==> config.mk <==
export PLATFORM = sky130hd
export DESIGN_NAME = mem_responder_flat
export DESIGN_NICKNAME = d
export VERILOG_FILES = /design/src/rtl/mem_responder_if.sv /design/src/rtl/mem_responder.sv /design/src/flat_wrapper.sv
export SDC_FILE = /design/constraint.sdc
export NUM_CORES = 2
export LEC_CHECK = 0
export CORE_AREA = 5 5 609 611
export DETAILED_ROUTE_END_ITERATION = 10
export DIE_AREA = 0 0 614 616
export PLACE_DENSITY = 0.63
export SLEW_MARGIN = 10
export SYNTH_ARGS = -nofsm -noshare
export SYNTH_HDL_FRONTEND = slang
export SYNTH_SLANG_ARGS = --single-unit
==> constraint.sdc <==
create_clock -name clk -period 4.6 [get_ports clk]
set_input_delay 0.92 -clock clk [delete_from_list [all_inputs] [get_ports clk]]
set_output_delay 0.92 -clock clk [all_outputs]
set_load 0.01 [all_outputs]
==> src/rtl/mem_responder_if.sv <==
// ----------------------------------------------------------------------------
// mem_responder_if
// Request/response bundle between a multicycle datapath and mem_responder.
//   req    : access request (master -> slave)
//   we     : 1 = write, 0 = read, qualified by req
//   addr   : 16-bit word address
//   wdata  : 16-bit write data
//   rdata  : registered read data, held until the next ack (slave -> master)
//   ack    : one-cycle completion pulse
//   err    : out-of-range flag, valid only with ack
//   busy   : responder not in IDLE
//   state  : FSM debug view (IDLE=0, WAIT=1, RESP=2)
// Modports: master (datapath side), slave (responder side).
// ----------------------------------------------------------------------------
interface mem_responder_if;
    logic        req;
    logic        we;
    logic [15:0] addr;
    logic [15:0] wdata;
    logic [15:0] rdata;
    logic        ack;
    logic        err;
    logic        busy;
    logic [1:0]  state;

    modport master (
        output req, we, addr, wdata,
        input  rdata, ack, err, busy, state
    );

    modport slave (
        input  req, we, addr, wdata,
        output rdata, ack, err, busy, state
    );
endinterface

==> src/rtl/mem_responder.sv <==
// ----------------------------------------------------------------------------
// mem_responder
// Single-port 2**ADDR_W x 16-bit word memory that answers one request at a
// time through an IDLE -> (WAIT) -> RESP handshake.
//   clk  : single clock, rising edge
//   nrst : asynchronous active-low reset (control/output registers only;
//          memory contents are never reset)
//   bus  : mem_responder_if.slave (req/we/addr/wdata in,
//          rdata/ack/err/busy/state out)
// Parameters:
//   ADDR_W      : log2 of memory depth in words
//   WAIT_CYCLES : wait states between acceptance and response
// Optional feature macro: MEM_WAIT_EN
//   defined   -> WAIT state plus down-counter; ack WAIT_CYCLES+1 edges after
//                the request is presented
//   undefined -> IDLE goes straight to RESP; WAIT_CYCLES is unused
// ----------------------------------------------------------------------------
module mem_responder #(
    parameter int unsigned ADDR_W      = 8,
    parameter int unsigned WAIT_CYCLES = 2
) (
    input  logic           clk,
    input  logic           nrst,
    mem_responder_if.slave bus
);

    localparam int unsigned Depth = 2 ** ADDR_W;

    typedef enum logic [1:0] {
        StIdle = 2'd0,
        StWait = 2'd1,
        StResp = 2'd2
    } state_e;

`ifdef MEM_WAIT_EN
    localparam bit          UseWait = (WAIT_CYCLES > 0);
    // Counter holds WAIT_CYCLES-1 down to 0, one WAIT cycle per value.
    localparam int unsigned CntW    = (WAIT_CYCLES > 1) ? $clog2(WAIT_CYCLES) : 1;
    localparam logic [CntW-1:0] CntLoad =
        CntW'((WAIT_CYCLES > 0) ? (WAIT_CYCLES - 1) : 0);

    logic [CntW-1:0] r_cnt;
`endif

    state_e            r_state;
    state_e            w_state_d;

    logic [15:0]       r_addr;
    logic [15:0]       r_wdata;
    logic              r_we;
    logic [15:0]       r_rdata;
    logic              r_err;
    logic [15:0]       r_mem [Depth];

    logic              w_accept;
    logic              w_enter_resp;
    logic              w_acc_we;
    logic [15:0]       w_acc_addr;
    logic [15:0]       w_acc_wdata;
    logic              w_oor;
    logic [ADDR_W-1:0] w_idx;
    logic              w_mem_we;
    logic              w_ack;

    // In IDLE the live inputs are the access (no-wait path enters RESP on the
    // accept edge); elsewhere the captured copy is used so mid-access input
    // changes are ignored.
    assign w_accept     = (r_state == StIdle) && bus.req;
    assign w_acc_we     = (r_state == StIdle) ? bus.we    : r_we;
    assign w_acc_addr   = (r_state == StIdle) ? bus.addr  : r_addr;
    assign w_acc_wdata  = (r_state == StIdle) ? bus.wdata : r_wdata;
    assign w_oor        = (w_acc_addr[15:ADDR_W] != '0);
    assign w_idx        = w_acc_addr[ADDR_W-1:0];
    // RESP always exits to IDLE, so a RESP next-state only occurs on entry.
    assign w_enter_resp = (w_state_d == StResp);
    // nrst gate: a req held high during reset would otherwise look like an
    // IDLE->RESP write to the reset-less memory.
    assign w_mem_we     = nrst && w_enter_resp && w_acc_we && !w_oor;

    // ---------------------------------------------------------------- state
    always_ff @(posedge clk or negedge nrst) begin
        if (!nrst) begin
            r_state <= StIdle;
        end else begin
            r_state <= w_state_d;
        end
    end

    // ----------------------------------------------------------- next state
    always_comb begin
        w_state_d = StIdle;
        case (r_state)
            StIdle: begin
                if (bus.req) begin
`ifdef MEM_WAIT_EN
                    w_state_d = UseWait ? StWait : StResp;
`else
                    w_state_d = StResp;
`endif
                end else begin
                    w_state_d = StIdle;
                end
            end
            StWait: begin
`ifdef MEM_WAIT_EN
                w_state_d = (r_cnt == '0) ? StResp : StWait;
`else
                w_state_d = StIdle;
`endif
            end
            StResp:  w_state_d = StIdle;
            default: w_state_d = StIdle;
        endcase
    end

    // ------------------------------------------------- request / response
    always_ff @(posedge clk or negedge nrst) begin
        if (!nrst) begin
            r_addr  <= '0;
            r_wdata <= '0;
            r_we    <= 1'b0;
            r_rdata <= '0;
            r_err   <= 1'b0;
`ifdef MEM_WAIT_EN
            r_cnt   <= '0;
`endif
        end else begin
            if (w_accept) begin
                r_addr  <= bus.addr;
                r_wdata <= bus.wdata;
                r_we    <= bus.we;
            end
`ifdef MEM_WAIT_EN
            if (w_accept) begin
                r_cnt <= CntLoad;
            end else if ((r_state == StWait) && (r_cnt != '0)) begin
                r_cnt <= r_cnt - 1'b1;
            end
`endif
            if (w_enter_resp) begin
                r_err <= w_oor;
                if (w_oor) begin
                    r_rdata <= '0;
                end else if (!w_acc_we) begin
                    r_rdata <= r_mem[w_idx];
                end
            end
        end
    end

    // Memory array: intentionally no reset.
    always_ff @(posedge clk) begin
        if (w_mem_we) begin
            r_mem[w_idx] <= w_acc_wdata;
        end
    end

    // -------------------------------------------------------------- outputs
    always_comb begin
        w_ack     = (r_state == StResp);
        bus.ack   = w_ack;
        bus.err   = w_ack && r_err;
        bus.busy  = (r_state != StIdle);
        bus.state = r_state;
        bus.rdata = r_rdata;
    end

endmodule

==> src/flat_wrapper.sv <==
// flat-port wrapper written by rule: the top's interface ports become plain ports
module mem_responder_flat 
#(
    parameter int unsigned ADDR_W      = 8,
    parameter int unsigned WAIT_CYCLES = 2
)
  (clk, nrst, bus_req, bus_we, bus_addr, bus_wdata, bus_rdata, bus_ack, bus_err, bus_busy, bus_state);
  mem_responder_if bus_i ();
  input  logic clk;
  input  logic nrst;
  input wire logic [$bits(bus_i.req)-1:0] bus_req;
  input wire logic [$bits(bus_i.we)-1:0] bus_we;
  input wire logic [$bits(bus_i.addr)-1:0] bus_addr;
  input wire logic [$bits(bus_i.wdata)-1:0] bus_wdata;
  output wire logic [$bits(bus_i.rdata)-1:0] bus_rdata;
  output wire logic [$bits(bus_i.ack)-1:0] bus_ack;
  output wire logic [$bits(bus_i.err)-1:0] bus_err;
  output wire logic [$bits(bus_i.busy)-1:0] bus_busy;
  output wire logic [$bits(bus_i.state)-1:0] bus_state;
  assign bus_i.req = bus_req;
  assign bus_i.we = bus_we;
  assign bus_i.addr = bus_addr;
  assign bus_i.wdata = bus_wdata;
  assign bus_rdata = bus_i.rdata;
  assign bus_ack = bus_i.ack;
  assign bus_err = bus_i.err;
  assign bus_busy = bus_i.busy;
  assign bus_state = bus_i.state;
  mem_responder #(.ADDR_W(ADDR_W), .WAIT_CYCLES(WAIT_CYCLES)) u_core (.clk(clk), .nrst(nrst), .bus(bus_i));
endmodule
Word level (Yosys, flattened, before mapping)

Memory sizes are Yosys's and may differ from the RTL's.
Cells that the tools add are included.

Bits in read-only memories: 0
Register bits after elaboration: 52
RAM bits: 4096
Output and inout bits: 21
Memories: 1
Latch bits: 0
Logic and storage cells: 29

Shift-type cells: 0
Multiply operators: 0
Eq/ne operators: 3
Order comparisons: 0
Add/subtract/negate cells: 0
Mux-type cells: 9
Divide/modulo/power cells: 0
Bitwise logic cells: 0
Reduce and logical (&&, ||, !) cells: 10

Memories:

| memory       | depth | width | read ports | clocked after Yosys merged registers in | wr ports | RTL line            | text |
|---|---|---|---|---|---|---|---|
| u_core.r_mem | 256   | 16    | 1          | 0                                       | 1        | mem_responder.sv:53 | `logic [15:0] r_mem [Depth];` |

Operators by type and width:

| kind                                          | number |
|---|---|
| 2-to-1 mux 16 bit                             | 4 |
| nonzero test 8 bit                            | 1 |
| logical AND 1 bit                             | 5 |
| == test 2 bit (second input constant)         | 2 |
| 2-to-1 mux 2 bit                              | 2 |
| 2-to-1 mux 1 bit                              | 3 |
| logical NOT 2 bit                             | 1 |
| inequality test 2 bit (second input constant) | 1 |
| AND reduction 2 bit                           | 1 |
| nonzero test 2 bit                            | 1 |
| logical NOT 1 bit                             | 1 |

Depth between registers and ports, before layout

Depth after elaboration: 8
Gate-level depth with buffers: 15

Worst setup path after synthesis

OpenSTA, ideal clock, no wires.

Path kind: reg2reg
From: reg u_core.r_state[1] (netlist: u_core.bus.state[1])
To: mem u_core.r_mem[0][0] (data pin)
Buffers on the path: 6
Library setup time: 0.556 ns
Cell stages (with the launch flop): 8
Arrival time: 3.645 ns
Path slack: 0.399 ns
Cell sequence: dfrtp_1 -> buf_6 -> buf_4 -> buf_2 -> buf_2 -> buf_1 -> buf_1 -> mux2_2

Cells in the longest elaborated chain, start to end: 2

RTL lines:

| item                      | RTL line            | text |
|---|---|---|
| start: declaration        | mem_responder.sv:45 | `state_e r_state;` |
| start signal: assignment  | mem_responder.sv:83 | `r_state <= StIdle;` |
| start signal: assignment  | mem_responder.sv:85 | `r_state <= w_state_d;` |
| logical NOT 2 bit         | mem_responder.sv:71 | `assign w_acc_wdata = (r_state == StIdle) ? bus.wdata : r_wdata;` |
| 2-to-1 mux 16 bit         | mem_responder.sv:71 |  |
| net u_core.w_acc_wdata[0] | mem_responder.sv:59 | `logic [15:0] w_acc_wdata;` |
| end: declaration          | mem_responder.sv:53 |  |

The timed path passes the listed nets, and every way through them passes these cells.

Final worst setup path

From: reg u_core.r_state[1] (netlist: u_core.bus.state[1])
To: reg u_core.r_rdata[13] (netlist: u_core.bus.rdata[13])

Cells in the longest elaborated chain, start to end: 5
Elaborated cells between the ends (all ways): 11
Classes of those cells: 2 x eq/ne; 5 x mux; 3 x reduce/logical; 1 x memory

RTL lines:

| item                                                                    | RTL line                                                      | text |
|---|---|---|
| logical NOT 2 bit (*)                                                   | mem_responder.sv:69, mem_responder.sv:70, mem_responder.sv:92 |  |
| 2-to-1 mux 16 bit                                                       | mem_responder.sv:70                                           | `assign w_acc_addr = (r_state == StIdle) ? bus.addr : r_addr;` |
| memory read (256 x 16 bit) / nonzero test 8 bit (equally long branches) | n/a                                                           |  |
| 2-to-1 mux 16 bit / inequality test 2 bit (equally long branches)       | n/a                                                           |  |
| 2-to-1 mux 16 bit / AND reduction 2 bit (equally long branches)         | n/a                                                           |  |
| end signal: assignment                                                  | mem_responder.sv:145                                          | `r_rdata <= r_mem[w_idx];` |
| end: declaration                                                        | mem_responder.sv:51                                           | `logic [15:0] r_rdata;` |

Mark *: on every way between the ends. The rest lies on a longest branch, timed or not. The select of a mux whose other input is x is not followed.
A chain may end at the register's enable or synchronous reset.

==> run summary <==
status = finished, violations left
violated checks = negative setup slack
post-synth top area cell = edfxtp_1
Top cell by count, worst path = buf_4
dpl cell area = 178,000 um2
Yosys warning count = 0
Final setup viols = 2
worst slew pin tran = 1.39 ns
Syn Inst Count = 11,500
RR Startpoint = u_core.bus.state[1]
leak pwr = 64.9 nW
kind of critical path = reg -> reg
pin count of the biggest net entering global routing = 103
startpoint types = flip-flop
Max Fclk = 215 MHz
critical-path cell with the highest stage delay = a222oi_1
minimum clock period = 4.64 ns
Core Util, Final = 0.526
Buffers on Ports = 55
Clock Path Buffers = 4
Syn Nets = 11,600
CP bufs+invs = 5
gr ovfl total = 0
post-route clock period utilization = 1.01
Critical Path AT = 5.53 ns
sequential share of the synthesized area = 0.762
DP HPWL = 297 mm
CP required = 5.49 ns
GPL Wtd Cong = 0.908
count of state elements after synthesis = 4,146
number of synthesized flops with an enable pin = 4,096
Final Hold Vio Count = 0
vias in the first global route = 99,800
H-tree Lvls = 5
Worst Setup SP = u_core.bus.state[1]
Worst Setup End Kind = flip-flop
CP max stage delay = 0.94 ns
Routed wire per std cell = 28.0 um
drt initial violations = 15,400
die width = 614 um
initial antenna violation count = 25
Die ar. = 378,000 um2
Mapped Area = 163,000 um2
HP Class = in -> async
Top FF cell, synth = edfxtp_1
core area = 364,000 um2
Top delay family on crit path = compound AO/OA/AOI/OAI gates
Max Cap Viol = 0
P&R area growth vs syn = 17.5%
first-pass GRT wire length = 706 mm
Initial Util = 0.448
first-pass detailed-route iteration total = 6
asr flop ratio synth = 0.0121
Routed Antenna Nets = 0
Finished Cell Area = 192,000 um2
Pwr Density = 449 nW/um2
row count = 222
worst setup margin = -0.0428 ns
CP Cell Sequence = buf_8 -> nor2b_1 -> a32oi_4 -> buf_4 -> buf_12 -> buf_4 -> a21oi_1 -> o41ai_2 -> nand4_1 -> buf_4 -> a222oi_1 -> a32o_1
share of layout cells above drive strength 1 = 0.160
post-synth top area share = 0.754
Unique masters post-synth = 53
CTS buffer count = 419
count leader, synth = edfxtp_1
Synth area leaders = edfxtp_1, nand2_1, nand3_1
Synth top cells by count = edfxtp_1, nand2_1, nand3_1
Ports = 57
Filler cells = 29,300
routed via count = 104,000
crit-path max FO = 49
Root Driver = clkbuf_16
number of remaining DRC errors = 0
Via-to-Cell Ratio = 5.96
Skew-Pair Late Insertion Delay = 0.99 ns
Post-CTS Hold Buffers = 0
max-slew violations = 0
Rel. slew slack = 0.0637
Routed WL = 490 mm
Final Net Count = 12,300
hold_ws = 0.230 ns
unrepaired setup endpoints after global routing = false
CTS tree = done
worst vdd ir = 0.342 mV
clk sink count = 4,146
Die Y-Extent = 616 um
Worst-path clk slew = 0.06 ns
clock skew = 0.0800 ns
Syn Area/Cell = 14.2 um2
Global Route Usage Sum = 0.253
[metrics by stage]
step | cells | worst slack, ns | setup TNS, ns | total power, mW
after global placement | 16700 | -1.24 | -7.32 | 52.5
after floorplan | 11500 | 0.399 | 0 | 48.2
after global routing | 17500 | 0.0236 | 0 | 88.5
after CTS | 17500 | 0.0412 | 0 | 86.3
after detailed placement | 16700 | -1.03 | -6.15 | 52.6
final | 17500 | -0.0428 | -0.0674 | 86.1
[cell families after synthesis]
logic type	after synthesis	share of synthesized area
compound gates	1025	0.0366
buf+inv	744	0.0243
flops	4146	0.762
mux	308	0.0412
other cells	1	0.0000230
simple gates	5302	0.136
[layout make-up]
type	count	area, um2	area share
Antenna cell	12	30.0	0.000157
Tap cell	4816	6030	0.0315
Clock buffer	535	11100	0.0582
Sequential cell	4146	124000	0.649
Multi-Input combinational cell	6636	35500	0.185
Inverter	2	7.51	0.0000392
Clock inverter	240	2530	0.0132
Timing Repair Buffer	1096	12100	0.0630
[final timing paths]
| path | cells after the start | to | slack (ns) |
|---|---|---|---|
| max | 12 | u_core.bus.rdata[13] | -0.04 |
| min | 2 | u_core.r_wdata[12] | 0.23 |
| max reg2reg | 12 | u_core.bus.rdata[13] | -0.04 |
| min reg2reg | 2 | u_core.r_addr[15] | 0.48 |
| max in group asynchronous | 2 | u_core.bus.rdata[14] | 3.52 |
| min in group clk | 2 | u_core.r_addr[15] | 0.48 |
[cell usage in the layout (no fill, tap or decap), types with 6 or more instances in the layout]
cell type,netlist,final
a21oi_1,746,746
a22o_1,10,9
a32o_1,12,11
a41oi_1,12,12
buf_12,19,296
buf_4,33,743
bufinv_16,0,47
clkbuf_1,327,103
clkbuf_16,0,427
clkdlybuf4s50_1,0,54
clkinv_1,1,80
clkinv_2,0,83
clkinvlp_4,0,10
dfrtp_1,50,49
diode_2,0,12
edfxtp_1,4096,4096
inv_6,0,8
mux2_8,0,18
mux4_2,288,288
nand2_1,3082,3073
nand2_2,1,10
nand2b_1,6,6
nand3_1,1490,1490
nand4_1,22,22
nor2_1,557,515
nor2_2,0,42
nor2b_1,6,6
nor4_1,124,120
o21ai_0,26,25
o22ai_1,52,50
o41ai_1,138,133
o41ai_2,1,6
[worst reg2reg max path: cells and delay by family, from the launching register on]
family / cells / cell delay, ns
compound gates: 5 / 2.12
buf+inv: 5 / 1.39
simple gates: 2 / 0.46
flops: 1 / 0.56
[flip-flops by register name, summed over array words and instances, names as in the netlist]
name,count
u_core.r_err,1
u_core.r_wdata,16
u_core.bus.state,1
u_core.r_mem,4096
u_core.r_addr,16
u_core.bus.rdata,16
[timing repair]
action                     4_1_cts  5_1_grt
setup endpoints to repair        2        1
gates resized for setup          8        2
pin swaps                        2        2
setup buffers                    3        0
[metal layers]
metal	GRT usage	vias to the layer above	part of all wire
met4	0.107	6	0.048
met5	0	-	0.000090
li1	-	44300	-
met1	0.354	52800	0.38
met3	0.0452	956	0.10
met2	0.392	6206	0.46
[where the power goes]
part           switching [mW]  total, mW  internal (mW)
clock                    14.3       34.1           19.8
sequential             0.0525       42.3           42.3
combinational            6.71       9.65           2.94
No activity file was read; power rests on OpenSTA's default activity.
